[config.mk]
export PLATFORM = sky130hd
export DESIGN_NAME = fp_add_align
export DESIGN_NICKNAME = d
export VERILOG_FILES = /design/src/rtl/fp_add_align_pkg.sv /design/src/rtl/fp_add_align_unpack.sv /design/src/rtl/fp_add_align.sv
export SDC_FILE = /design/constraint.sdc
export NUM_CORES = 1
export LEC_CHECK = 0
export ABC_AREA = 1
export CAP_MARGIN = 15
export CORE_ASPECT_RATIO = 0.75
export CORE_MARGIN = 3
export CORE_UTILIZATION = 40
export DETAILED_ROUTE_END_ITERATION = 12
export GPL_ROUTABILITY_DRIVEN = 1
export HOLD_SLACK_MARGIN = 0.12
export PLACE_DENSITY = 0.69
export SETUP_SLACK_MARGIN = 0.5
export SYNTH_ARGS = -nofsm -noshare
export SYNTH_HDL_FRONTEND = slang
export SYNTH_SLANG_ARGS = --single-unit
[constraint.sdc]
create_clock -name CLK -period 2.4 [get_ports CLK]
set_input_delay 0.24 -clock CLK [delete_from_list [all_inputs] [get_ports CLK]]
set_output_delay 0.24 -clock CLK [all_outputs]
set_load 0.01 [all_outputs]
[src/rtl/fp_add_align_pkg.sv]
// Shared single-precision field definitions for the FP add alignment slice.
package fp_add_align_pkg;

    localparam int unsigned FRAC_W  = 26;
    localparam int unsigned EXP_W   = 8;
    localparam int unsigned MAN_W   = 23;
    localparam logic [EXP_W-1:0] EXP_MAX = 8'd255;
    localparam int unsigned BIAS    = 127;

    typedef struct packed {
        logic              sign;
        logic [EXP_W-1:0]  exp;
        logic [FRAC_W-1:0] frac;
    } fp_unpacked_t;

    function automatic logic is_special(input logic [EXP_W-1:0] exp);
        return exp == EXP_MAX;
    endfunction

endpackage

[src/rtl/fp_add_align_unpack.sv]
// Splits an IEEE-754 single into sign, effective exponent and 26-bit fraction
// ({hidden, mantissa, 2'b00}); denormals use effective exponent 1.
module fp_unpack
    import fp_add_align_pkg::*;
(
    input  logic [31:0]  i_word,
    output fp_unpacked_t o_op
);

    logic [EXP_W-1:0] w_exp_raw;
    logic             w_hidden;

    assign w_exp_raw = i_word[30:23];
    assign w_hidden  = (w_exp_raw != '0);

    always_comb begin
        o_op.sign = i_word[31];
        o_op.exp  = w_hidden ? w_exp_raw : 8'd1;
        o_op.frac = {w_hidden, i_word[MAN_W-1:0], 2'b00};
    end

endmodule

[src/rtl/fp_add_align.sv]
// Two-stage operand alignment front end for an FP adder (valid/ready pipeline).
// Optional macro FP_ALIGN_STICKY_EN enables the sticky-bit computation.
module fp_add_align
    import fp_add_align_pkg::*;
(
    input  logic              CLK,
    input  logic              RST,
    input  logic              in_valid,
    output logic              in_ready,
    input  logic [31:0]       op_a,
    input  logic [31:0]       op_b,
    input  logic              sub_op,
    output logic              out_valid,
    input  logic              out_ready,
    output logic [EXP_W-1:0]  exp_large,
    output logic [FRAC_W-1:0] frac_large,
    output logic [FRAC_W-1:0] frac_small,
    output logic [EXP_W-1:0]  shift_amount,
    output logic              swap,
    output logic              sign_large,
    output logic              sign_small,
    output logic              eff_sub,
    output logic              special,
    output logic              sticky
);

    fp_unpacked_t w_a, w_b;
    fp_unpacked_t r_s1_a, r_s1_b;
    logic [8:0]   r_s1_diff;
    logic         r_s1_sub;
    logic         r_s1_valid;

    logic              r_s2_valid;
    logic [EXP_W-1:0]  r_exp_large;
    logic [FRAC_W-1:0] r_frac_large, r_frac_small;
    logic [EXP_W-1:0]  r_shift;
    logic              r_swap, r_sign_large, r_sign_small, r_eff_sub, r_special;

    logic w_s1_load, w_s2_load;
    logic w_swap, w_special;
    logic [EXP_W-1:0] w_shift;
    fp_unpacked_t w_large, w_small;

    fp_unpack u_unpack_a (.i_word(op_a), .o_op(w_a));
    fp_unpack u_unpack_b (.i_word(op_b), .o_op(w_b));

    assign w_s2_load = !r_s2_valid || out_ready;
    assign w_s1_load = !r_s1_valid || w_s2_load;
    assign in_ready  = !r_s1_valid || !r_s2_valid || out_ready;

    always_ff @(posedge CLK) begin
        if (RST) begin
            r_s1_valid <= 1'b0;
            r_s1_a     <= '0;
            r_s1_b     <= '0;
            r_s1_diff  <= '0;
            r_s1_sub   <= 1'b0;
        end else if (w_s1_load) begin
            r_s1_valid <= in_valid;
            if (in_valid) begin
                r_s1_a    <= w_a;
                r_s1_b    <= w_b;
                r_s1_diff <= {1'b0, w_a.exp} - {1'b0, w_b.exp};
                r_s1_sub  <= sub_op;
            end
        end
    end

    // |diff| never exceeds 254, so the 8-bit two's-complement negate is exact.
    always_comb begin
        w_swap    = r_s1_diff[8];
        w_large   = w_swap ? r_s1_b : r_s1_a;
        w_small   = w_swap ? r_s1_a : r_s1_b;
        w_shift   = w_swap ? (8'd0 - r_s1_diff[7:0]) : r_s1_diff[7:0];
        w_special = is_special(r_s1_a.exp) || is_special(r_s1_b.exp);
    end

    always_ff @(posedge CLK) begin
        if (RST) begin
            r_s2_valid   <= 1'b0;
            r_exp_large  <= '0;
            r_frac_large <= '0;
            r_frac_small <= '0;
            r_shift      <= '0;
            r_swap       <= 1'b0;
            r_sign_large <= 1'b0;
            r_sign_small <= 1'b0;
            r_eff_sub    <= 1'b0;
            r_special    <= 1'b0;
        end else if (w_s2_load) begin
            r_s2_valid <= r_s1_valid;
            if (r_s1_valid) begin
                r_exp_large  <= w_large.exp;
                r_frac_large <= w_large.frac;
                r_frac_small <= w_small.frac;
                r_shift      <= w_shift;
                r_swap       <= w_swap;
                r_sign_large <= w_large.sign;
                r_sign_small <= w_small.sign;
                r_eff_sub    <= r_s1_sub ^ r_s1_a.sign ^ r_s1_b.sign;
                r_special    <= w_special;
            end
        end
    end

`ifdef FP_ALIGN_STICKY_EN
    logic w_sticky;
    logic r_sticky;

    always_comb begin
        w_sticky = 1'b0;
        for (int unsigned i = 0; i < FRAC_W; i++) begin
            if (i < 32'(w_shift)) w_sticky = w_sticky | w_small.frac[i];
        end
    end

    always_ff @(posedge CLK) begin
        if (RST) begin
            r_sticky <= 1'b0;
        end else if (w_s2_load && r_s1_valid) begin
            r_sticky <= w_sticky;
        end
    end

    assign sticky = r_sticky;
`else
    assign sticky = 1'b0;
`endif

    assign out_valid    = r_s2_valid;
    assign exp_large    = r_exp_large;
    assign frac_large   = r_frac_large;
    assign frac_small   = r_frac_small;
    assign shift_amount = r_shift;
    assign swap         = r_swap;
    assign sign_large   = r_sign_large;
    assign sign_small   = r_sign_small;
    assign eff_sub      = r_eff_sub;
    assign special      = r_special;

endmodule

==> impl_metrics.py, run 1 <==
metrics = {
    "die": {
        "die-width_um": 150,
        "ioPinCount": 145,
        "initial_core_util_pct": 41.9,
        "die_area_um2": 17100,
        "core_um2": 14800,
        "die_y_um": 114,
        "core.rowCount": 38,
    },
    "cts": {
        "clk_path_buf_depth": 2,
        "ctsRootBufferMaster": "clkbuf_16",
        "cts_tree": "built",
        "worstSkewPairLatency_ps": 410,
        "cts_buffers": 17,
        "htreeDepth": 4,
        "cts.reportedPaths.clkPinSlew_ps": 60,
        "cts.sinks": 147,
    },
    "setup_path": {
        "crit_family": "simple AND/OR/NAND/NOR gates",
        "reg2reg_from": "out_valid",
        "critical_path.cell_chain": "clkdlybuf4s50_1 -> nor2_1 -> nand2_1 -> nor2_2 -> nor2_1 -> ha_2 -> fa_2 -> inv_2 -> nand3_2 -> nand3_2 -> xnor2_2 -> nand2_1 -> nand2_1 -> inv_1",
        "path_class": "in -> reg",
        "critPathMostFrequentCell": "nand2_1",
        "crit_cells": 14,
        "r2r_end": "r_s1_b[5]",
        "startpoint_type": "input pin",
        "ff2ff_path_depth": 6,
        "required_ps": 2700,
        "cp_data_arrival_time_ps": 2100,
        "critical_path_buf_inv_count": 3,
        "max_stage_delay_ps": 420,
        "crit_slowest_cell": "clkdlybuf4s50_1",
        "crit_path_end_kind": "register",
        "path_max_fanout": 2,
        "r2r_slack_ps": 780,
    },
    "finish": {
        "multi_input_area_um2": 2780,
        "num_antenna_cells": 0,
        "final_cell_area_um2": 8440,
        "fill_cells": 1399,
        "regArea_um2": 2940,
        "area_growth_pct": 35.7,
        "final_cells": 1173,
        "num-nets-final": 1040,
        "layout-drive-gt1-share_pct": 8.22,
    },
    "sta": {
        "hold_viol_final": 0,
        "fmax_mhz": 556,
        "setup_ws_ps": 602,
        "drv_slew": 0,
        "finClkSkew_ps": 11.1,
        "setup_viol": 0,
        "whs_ps": 135,
        "tightest_slew_ps": 708,
        "fin_crit_ps": 1800,
        "period_share_pct": 74.9,
        "rsz0062_at_grt": "no",
        "setup_tns_ps": 0,
        "slew_headroom_pct": 52.8,
    },
    "synthesis": {
        "synth_cells": 844,
        "synth_top_area_cell": "dfxtp_1",
        "yosysWarnings": 0,
        "synth_top_area_share_pct": 47.3,
        "synth_seq_cells": 147,
        "synth.most_common_cell": "nand2_1",
        "synthTopCellsByCount": "166 x nand2_1, 147 x dfxtp_1, 136 x o21ai_0",
        "synth_ff_type": "dfxtp_1",
        "avgSynthCellArea_um2": 7.37,
        "netlist_area_um2": 6220,
        "yosysUniqueCellTypes": 29,
        "synthTopCellsByArea": "dfxtp_1 47%, o21ai_0 11%, nand2_1 10%, nor2_1 7.8%, a31oi_1 6.0%",
        "synthArstFlopShare_pct": 0,
        "synth_edf_count": 0,
        "seq_area_frac_synth_pct": 47.3,
    },
    "grt": {
        "track_usage_pct": 19.7,
        "gr-total-overflow": 0,
        "grt_pass1_vias": 5319,
        "grt_max_degree": 68,
        "antenna_found_initial": 0,
        "grt_pass1_wl_um": 27100,
    },
    "job": {
        "cap_violations": 0,
    },
    "place": {
        "portBuffers": 139,
        "post-place-ws_ps": -5.41,
        "dpl_cell_area_um2": 7720,
        "dp_hpwl_um": 11500,
        "dpl.cell_count": 1136,
        "routabilityCongestion": 0.903,
    },
    "run_status": {
        "status": "finished, final reports clean",
    },
    "routing": {
        "viasPerCell": 5.03,
        "wire_per_inst_um": 14.7,
        "first_pass_iters": 5,
        "drt_iter0_drc": 326,
        "via_count": 5896,
        "drcViolationCount": 0,
        "antenna_left": 0,
        "wirelength_um": 17200,
    },
    "worst_hold_path": {
        "hold_depth": 3,
        "min_from": "op_b[25]",
        "min_path_type": "in -> reg",
        "min_to": "r_s1_b[28]",
    },
    "pwr": {
        "vdd_drop_max_uv": 439,
        "p_leak_nw": 3.50,
        "p_per_area_nw_per_um2": 760,
    },
}
metrics by stage:
| stage | total power [mW] | util, % |
|---|---|---|
| 2_1_floorplan | 3.32 | - |
| 3_3_place_gp | 3.75 | 52.1 |
| 3_5_place_dp | 3.76 | 52.1 |
| 4_1_cts | 6.45 | 56.3 |
| 5_1_grt | 6.70 | 56.9 |
| 6_report | 6.41 | 56.9 |
layer usage:
| metal | part of all wire, % | vias to the layer above | GRT usage, % | routed length, um |
|---|---|---|---|---|
| li1 | - | 3006 | - | - |
| met1 | 51 | 2717 | 29.6 | 8760 |
| met2 | 43 | 165 | 29.3 | 7380 |
| met3 | 5.7 | 8 | 3.57 | 982 |
| met4 | 0.63 | 0 | 4.75 | 108 |
| met5 | 0 | - | 0 | 0 |
how the worst max path moves through the flow:
stage | start | end
3_5_place_dp | op_b[28] | r_s1_diff[4]
3_3_place_gp | op_b[28] | r_s1_diff[4]
4_1_cts | op_b[29] | r_s1_diff[4]
2_1_floorplan | op_a[28] | r_s1_diff[4]
6_report | op_a[23] | r_s1_diff[4]
5_1_grt | op_a[23] | r_s1_diff[4]
worst reg2reg max path: cells and delay by family, from the launching register on:
kind                   cells  cell delay, ps
and+or+nand+nor            4             450
buffers and inverters      2             750
DFF                        1             330
where the power goes:
part | internal [mW] | leakage [nW] | switching [mW]
clock | 1.66 | 0.290 | 1.02
sequential | 2.63 | 1.22 | 0.123
combinational | 0.463 | 1.99 | 0.521
total | 4.75 | 3.50 | 1.66
area by class of cell:
type / count / area share (%)
clock inverters: 12 / 1.84
clock buffers: 19 / 5.25
inverters: 49 / 2.21
flip-flops and latches: 147 / 34.9
well taps: 200 / 2.96
multi-input cells: 581 / 32.9
repair buffers: 165 / 19.9
flip-flops by register name, summed over array words and instances (netlist names), 8 cells and up:
register	cells
exp_large	8
frac_large	24
frac_small	24
r_s1_a	33
r_s1_b	33
r_s1_diff	9
shift_amount	8
cell families after synthesis:
| group | synth area share, % |
|---|---|
| and+or+nand+nor | 20.5 |
| AOI/OAI and AO/OA | 20.1 |
| DFF | 47.3 |
| buffers and inverters | 8.87 |
| adders and majority gates | 2.13 |
| xor gates and xnor gates | 0.986 |
| other | 0.0603 |
cells in the final DEF (no fill, tap or decap), types with 2 or more instances in the layout:
cell type | netlist | routed
a21oi_1 | 35 | 35
a31oi_1 | 60 | 60
buf_12 | 0 | 5
buf_4 | 8 | 21
bufinv_16 | 0 | 3
clkbuf_16 | 0 | 17
clkdlybuf4s50_1 | 0 | 126
clkinv_2 | 0 | 5
clkinv_4 | 0 | 2
clkinvlp_4 | 0 | 2
conb_1 | 1 | 5
dfxtp_1 | 147 | 146
dlymetal6s2s_1 | 0 | 13
ha_1 | 9 | 8
inv_1 | 45 | 39
inv_2 | 3 | 8
inv_6 | 0 | 2
nand2_1 | 166 | 166
nand2_2 | 2 | 2
nand3_1 | 18 | 14
nand3_2 | 1 | 5
nand4_1 | 6 | 6
nor2_1 | 129 | 128
o21ai_0 | 136 | 136
xnor2_1 | 3 | 2
xor2_1 | 4 | 4
repair_timing:
item                                    in CTS  in global routing
pin swaps                                    2                  5
endpoints found under the setup margin       2                  3
hold buffers                                 0                  0
setup buffers                                0                  6
gates resized for setup                      7                 21
(Power assumes the default switching activity.)
==> inputs of run 2 (changes only) <==
PLACE_DENSITY = 0.72   (was 0.69)
clock period = 1.47 ns   (was 2.4 ns; I/O delays follow)
==> run 2 against run 1 <==
Clock power grew 71%. Clock skew grew 4.6 ps. Highest routed layer unchanged. Register-to-register slack worse by 670 ps. Non-clock buffer count rose by 155. Global-route usage rose by 6.4 points. Flip-flop and latch count stayed put. Routed wire length grew 51%. Via count is 24% higher. Sequential power increased by 67%. Sequential share of layout area is 8.5 points lower. Count of clock-buffer cells in the layout is 1 higher.
==> impl_metrics.py, run 2 (same netlist as run 1, synthesis figures left out) <==
metrics = {
    "run_status": {
        "status": "finished, final reports clean",
    },
    "routing": {
        "drt_iter0_drc": 601,
        "first_pass_iters": 7,
        "via_count": 7282,
        "drcViolationCount": 0,
        "viasPerCell": 5.48,
        "wire_per_inst_um": 19.6,
        "wirelength_um": 26000,
        "antenna_left": 0,
    },
    "pwr": {
        "p_leak_nw": 4.91,
        "seq_power_share_pct": 38.2,
        "p_per_area_nw_per_um2": 1030,
        "sw_frac_of_total_pct": 28.3,
        "vdd_drop_max_uv": 733,
        "finalPower_mw": 12.0,
        "clkPwrFrac_pct": 38.1,
        "pwr-share-comb_pct": 23.7,
        "p_int_mw": 8.63,
        "p_sw_mw": 3.40,
    },
    "die": {
        "die_y_um": 114,
        "initial_core_util_pct": 41.9,
        "core_um2": 14800,
        "die-width_um": 150,
        "die_area_um2": 17100,
        "core.rowCount": 38,
        "ioPinCount": 145,
    },
    "sta": {
        "setup_tns_ps": 0,
        "drv_slew": 0,
        "whs_ps": 129,
        "setup_ws_ps": 26.9,
        "period_share_pct": 98.2,
        "fin_crit_ps": 1440,
        "setup_viol": 0,
        "finClkSkew_ps": 15.7,
        "hold_viol_final": 0,
        "rsz0062_at_grt": "yes",
        "fmax_mhz": 693,
    },
    "setup_path": {
        "path_class": "in -> reg",
        "ff2ff_path_depth": 8,
        "r2r_end": "r_s1_diff[7]",
        "crit_path_end_kind": "register",
        "reg2reg_from": "r_s1_valid",
        "startpoint_type": "input pin",
        "path_max_fanout": 2,
        "required_ps": 1780,
        "cp_data_arrival_time_ps": 1750,
        "r2r_slack_ps": 110,
    },
    "finish": {
        "area_growth_pct": 87.2,
        "final_cell_area_um2": 11600,
        "num_antenna_cells": 0,
        "fill_cells": 882,
        "fin_util_pct": 78.5,
        "layout-drive-gt1-share_pct": 48.4,
        "multi_input_area_um2": 3590,
        "final_cells": 1329,
        "final_common_cell": "nand2_1",
        "reg_top3": "r_s1_a: 33 flops, r_s1_b: 33 flops",
        "num-nets-final": 1197,
        "regArea_um2": 3070,
        "final_cell_mix": "160 x nand2_1, 105 x buf_6, 94 x buf_4, 86 x nor2_1, 76 x o21ai_2",
    },
    "worst_hold_path": {
        "min_path_type": "in -> reg",
        "min_to": "r_s1_a[29]",
        "min_from": "op_a[26]",
        "hold_depth": 4,
    },
    "place": {
        "dpl_cell_area_um2": 8170,
        "routabilityCongestion": 0.947,
        "portBuffers": 139,
        "post-place-ws_ps": -818,
        "dp_hpwl_um": 11800,
        "dpl.cell_count": 1167,
    },
    "cts": {
        "worstSkewPairLatency_ps": 420,
        "htreeDepth": 4,
        "cts.reportedPaths.clkPinSlew_ps": 60,
        "cts.sinks": 147,
        "ctsRootBufferMaster": "clkbuf_16",
        "clk_path_buf_depth": 2,
        "cts_buffers": 17,
        "cts_tree": "built",
    },
    "grt": {
        "track_usage_pct": 26.2,
        "grt_pass1_vias": 6396,
        "antenna_found_initial": 0,
        "grt_pass1_wl_um": 34700,
        "grt_max_degree": 56,
        "gr-total-overflow": 0,
    },
    "job": {
        "cap_violations": 0,
    },
}
-- run 2: changes by cell type in the layout (fill, tap and decap cells not counted), moves of 58 or more --
cell and delta:
o21ai_0 -120, buf_6 +105, o21ai_2 +76, clkdlybuf4s50_1 -74, buf_4 +73, dfxtp_1 -73
dfxtp_2 +58
-- run 2: worst max path at each step --
| stage | startpoint | end | slack (ps) |
|---|---|---|---|
| final | op_a[30] | r_s1_diff[4] | 30 |
| after global placement | op_b[28] | r_s1_diff[4] | -770 |
| after detailed placement | op_b[28] | r_s1_diff[4] | -820 |
| after CTS | op_b[23] | r_s1_diff[4] | 160 |
| after global routing | op_a[30] | r_s1_diff[4] | -2 |
| after floorplan | op_a[24] | r_s1_diff[4] | -70 |
-- run 2: timing repair --
action	in CTS	in global routing
cloned	23	9
hold endpoints to repair	4	0
pin swaps	32	24
resized for setup	625	209
setup endpoints to repair	217	218
setup buffers	40	56
hold buffers	4	0
-- run 2: worst max-delay path, stage by stage --
cell	delay (ps)
buf_2	120
nor2_2	140
nand2_2	110
nor2_4	140
nor2_4	70
ha_4	170
fa_2	370
inv_2	80
nand3_2	60
nand3_2	90
xnor2_2	110
nand2_1	60
nand2_1	50
inv_1	30
-- run 2: routing by layer --
metal  share of wire [%]  vias to the layer above  routed length [um]  track usage [%]
li1                    -                     3355                   -                -
met1                  41                     3450               10600             36.7
met2                  47                      409               12100             40.1
met3                 9.8                       68                2550             5.32
met4                 2.7                        0                 697             9.32
met5                   0                        -                   0                0
-- run 2: power by group through the flow --
stage | clock (mW) | combinational (mW) | sequential [mW]
after floorplan | 0 | 0.940 | 4.60
after CTS | 4.58 | 2.27 | 4.56
final | 4.58 | 2.85 | 4.60
after detailed placement | 0 | 1.73 | 4.58
after global routing | 4.76 | 3.03 | 4.63
after global placement | 0 | 1.71 | 4.58
-- run 2: cell type report --
cell class	count	share of cell area, %
multi-input cells	581	30.8
well taps	200	2.15
clock buffers	20	4.01
repair buffers	320	33.0
inverters	49	2.10
repair inverters	2	0.193
flip-flops and latches	147	26.4
clock inverters	10	1.28
==> inputs of run 3 (changes only) <==
CORE_UTILIZATION = 45   (was 40)
PLACE_DENSITY = 0.79   (was 0.72)
==> run 3 against run 2 <==
Global-route usage is 4.1 points higher. The flow now finishes with violations (negative setup slack). Via count is 13% higher. Clock skew is 6.6 ps lower. Worst setup slack worse by 230 ps. Core utilization is 12 points higher.
==> impl_metrics.py, run 3 (same netlist as run 1, synthesis figures left out) <==
metrics = {
    "run_status": {
        "status": "finished with violations",
        "violations": "negative setup slack",
    },
    "grt": {
        "grt_max_degree": 64,
        "antenna_found_initial": 0,
        "grt_pass1_wl_um": 36000,
        "grt_pass1_vias": 6874,
        "gr-total-overflow": 0,
        "track_usage_pct": 30.2,
    },
    "pwr": {
        "sw_frac_of_total_pct": 31.7,
        "p_per_area_nw_per_um2": 1030,
        "p_int_mw": 8.37,
        "p_sw_mw": 3.89,
        "pwr-share-comb_pct": 25.4,
        "clkPwrFrac_pct": 36.5,
        "seq_power_share_pct": 38.1,
        "p_leak_nw": 5.02,
        "vdd_drop_max_uv": 1230,
    },
    "finish": {
        "fill_cells": 500,
        "layout-drive-gt1-share_pct": 51.0,
        "final_common_cell": "nand2_1",
        "reg_top3": "r_s1_a: 33 flops, r_s1_b: 33 flops",
        "num-nets-final": 1215,
        "multi_input_area_um2": 3860,
        "num_antenna_cells": 0,
        "fin_util_pct": 90.2,
        "regArea_um2": 3060,
        "area_growth_pct": 92.1,
        "final_cell_mix": "157 x nand2_1, 111 x buf_6, 108 x buf_4, 74 x dfxtp_1, 66 x nor2_1",
    },
    "routing": {
        "first_pass_iters": 5,
        "viasPerCell": 6.21,
        "antenna_left": 0,
        "wirelength_um": 33000,
        "drcViolationCount": 0,
        "drt_iter0_drc": 947,
        "wire_per_inst_um": 25.0,
        "via_count": 8203,
    },
    "setup_path": {
        "r2r_end": "exp_large[5]",
        "ff2ff_path_depth": 8,
        "r2r_slack_ps": -40,
        "cp_data_arrival_time_ps": 2060,
        "startpoint_type": "input pin",
        "crit_path_end_kind": "register",
        "required_ps": 1850,
        "critPathMostFrequentCell": "buf_6",
        "reg2reg_from": "out_valid",
        "path_class": "in -> reg",
        "path_max_fanout": 2,
        "max_stage_delay_ps": 360,
        "crit_slowest_cell": "nor3_4",
        "critical_path.cell_chain": "buf_8 -> nor2_4 -> nand3_4 -> nor3_4 -> nor2_2 -> buf_4 -> buf_6 -> buf_6 -> buf_6 -> buf_6 -> buf_6 -> buf_6 -> buf_6 -> nand2_4 -> nand2_2 -> inv_2",
        "crit_family": "buffers and inverters",
        "critical_path_buf_inv_count": 10,
    },
    "place": {
        "routabilityCongestion": 0.909,
        "portBuffers": 139,
        "dp_hpwl_um": 11800,
    },
    "cts": {
        "cts.sinks": 147,
        "cts_buffers": 17,
        "cts_tree": "built",
        "ctsHoldBuffers": 6,
        "ctsRootBufferMaster": "clkbuf_16",
        "cts.reportedPaths.clkPinSlew_ps": 70,
        "worstSkewPairLatency_ps": 430,
        "htreeDepth": 4,
        "clk_path_buf_depth": 2,
    },
    "sta": {
        "period_share_pct": 114,
        "setup_tns_ps": -1080,
        "setup_ws_ps": -207,
        "rsz0062_at_grt": "yes",
        "whs_ps": 112,
        "drv_slew": 0,
        "fin_crit_ps": 1680,
        "setup_viol": 10,
        "finClkSkew_ps": 9.10,
        "hold_viol_final": 0,
        "fmax_mhz": 596,
    },
    "job": {
        "cap_violations": 0,
    },
    "die": {
        "die_area_um2": 15300,
        "die-width_um": 142,
        "core.rowCount": 36,
        "ioPinCount": 145,
        "core_um2": 13200,
        "initial_core_util_pct": 47.0,
        "die_y_um": 108,
    },
    "worst_hold_path": {
        "min_to": "r_s1_a[29]",
        "hold_depth": 4,
        "min_from": "op_a[26]",
        "min_path_type": "in -> reg",
    },
}
[run 3: cell type report]
class                   count  share of cell area [%]
clock buffers              19                    3.79
repair inverters            1                   0.136
multi-input cells         581                    32.3
repair buffers            339                    33.1
clock inverters            13                    1.17
well taps                 171                    1.79
inverters                  49                    2.08
flip-flops and latches    147                    25.6
[run 3: metrics by stage]
step | power [mW] | setup slack (ps) | cell area [um^2] | std cells
5_1_grt | 12.6 | -209 | 11900 | 1320
3_3_place_gp | 6.28 | -794 | 8150 | 1137
2_1_floorplan | 5.54 | -72.3 | 6510 | 848
6_report | 12.3 | -207 | 11900 | 1320
3_5_place_dp | 6.32 | -818 | 8150 | 1137
4_1_cts | 11.1 | 178 | 10100 | 1242
[run 3: layer usage]
metal | up-vias | global-route usage [%] | wire length, um
met5 | - | 0 | 0
met4 | 0 | 15.1 | 2470
met3 | 218 | 6.39 | 3840
met2 | 703 | 49.2 | 15300
met1 | 3898 | 38.0 | 11400
li1 | 3384 | - | -
[run 3: tightest hold or removal path, cell delays in order]
cell and delay (ps):
buf_6 80, buf_4 120, o21ai_2 60, a21oi_1 100
[run 3: worst max-delay path by stage]
stage,startpoint,slack [ps],endpoint,cells past startpoint
detailed placement,op_b[28],-820,r_s1_diff[4],15
global placement,op_b[28],-790,r_s1_diff[4],15
global route,op_b[23],-210,r_s1_diff[4],15
finish,op_b[23],-210,r_s1_b[26],16
floorplan,op_a[24],-70,r_s1_diff[4],13
CTS,op_b[23],180,r_s1_diff[4],15
[run 3: power groups by stage]
stage	Clock, mW	Sequential, mW	Combinational (mW)
floorplan	0	4.60	0.940
global placement	0	4.58	1.70
detailed placement	0	4.58	1.74
CTS	4.36	4.56	2.21
global route	4.63	4.68	3.25
finish	4.48	4.67	3.11
[run 3: repair_timing]
action,4_1_cts,5_1_grt
resized for setup,591,272
pin swaps,23,40
setup buffers,51,65
endpoints found under the hold margin,6,1
endpoints found under the setup margin,217,218
cloned,16,13
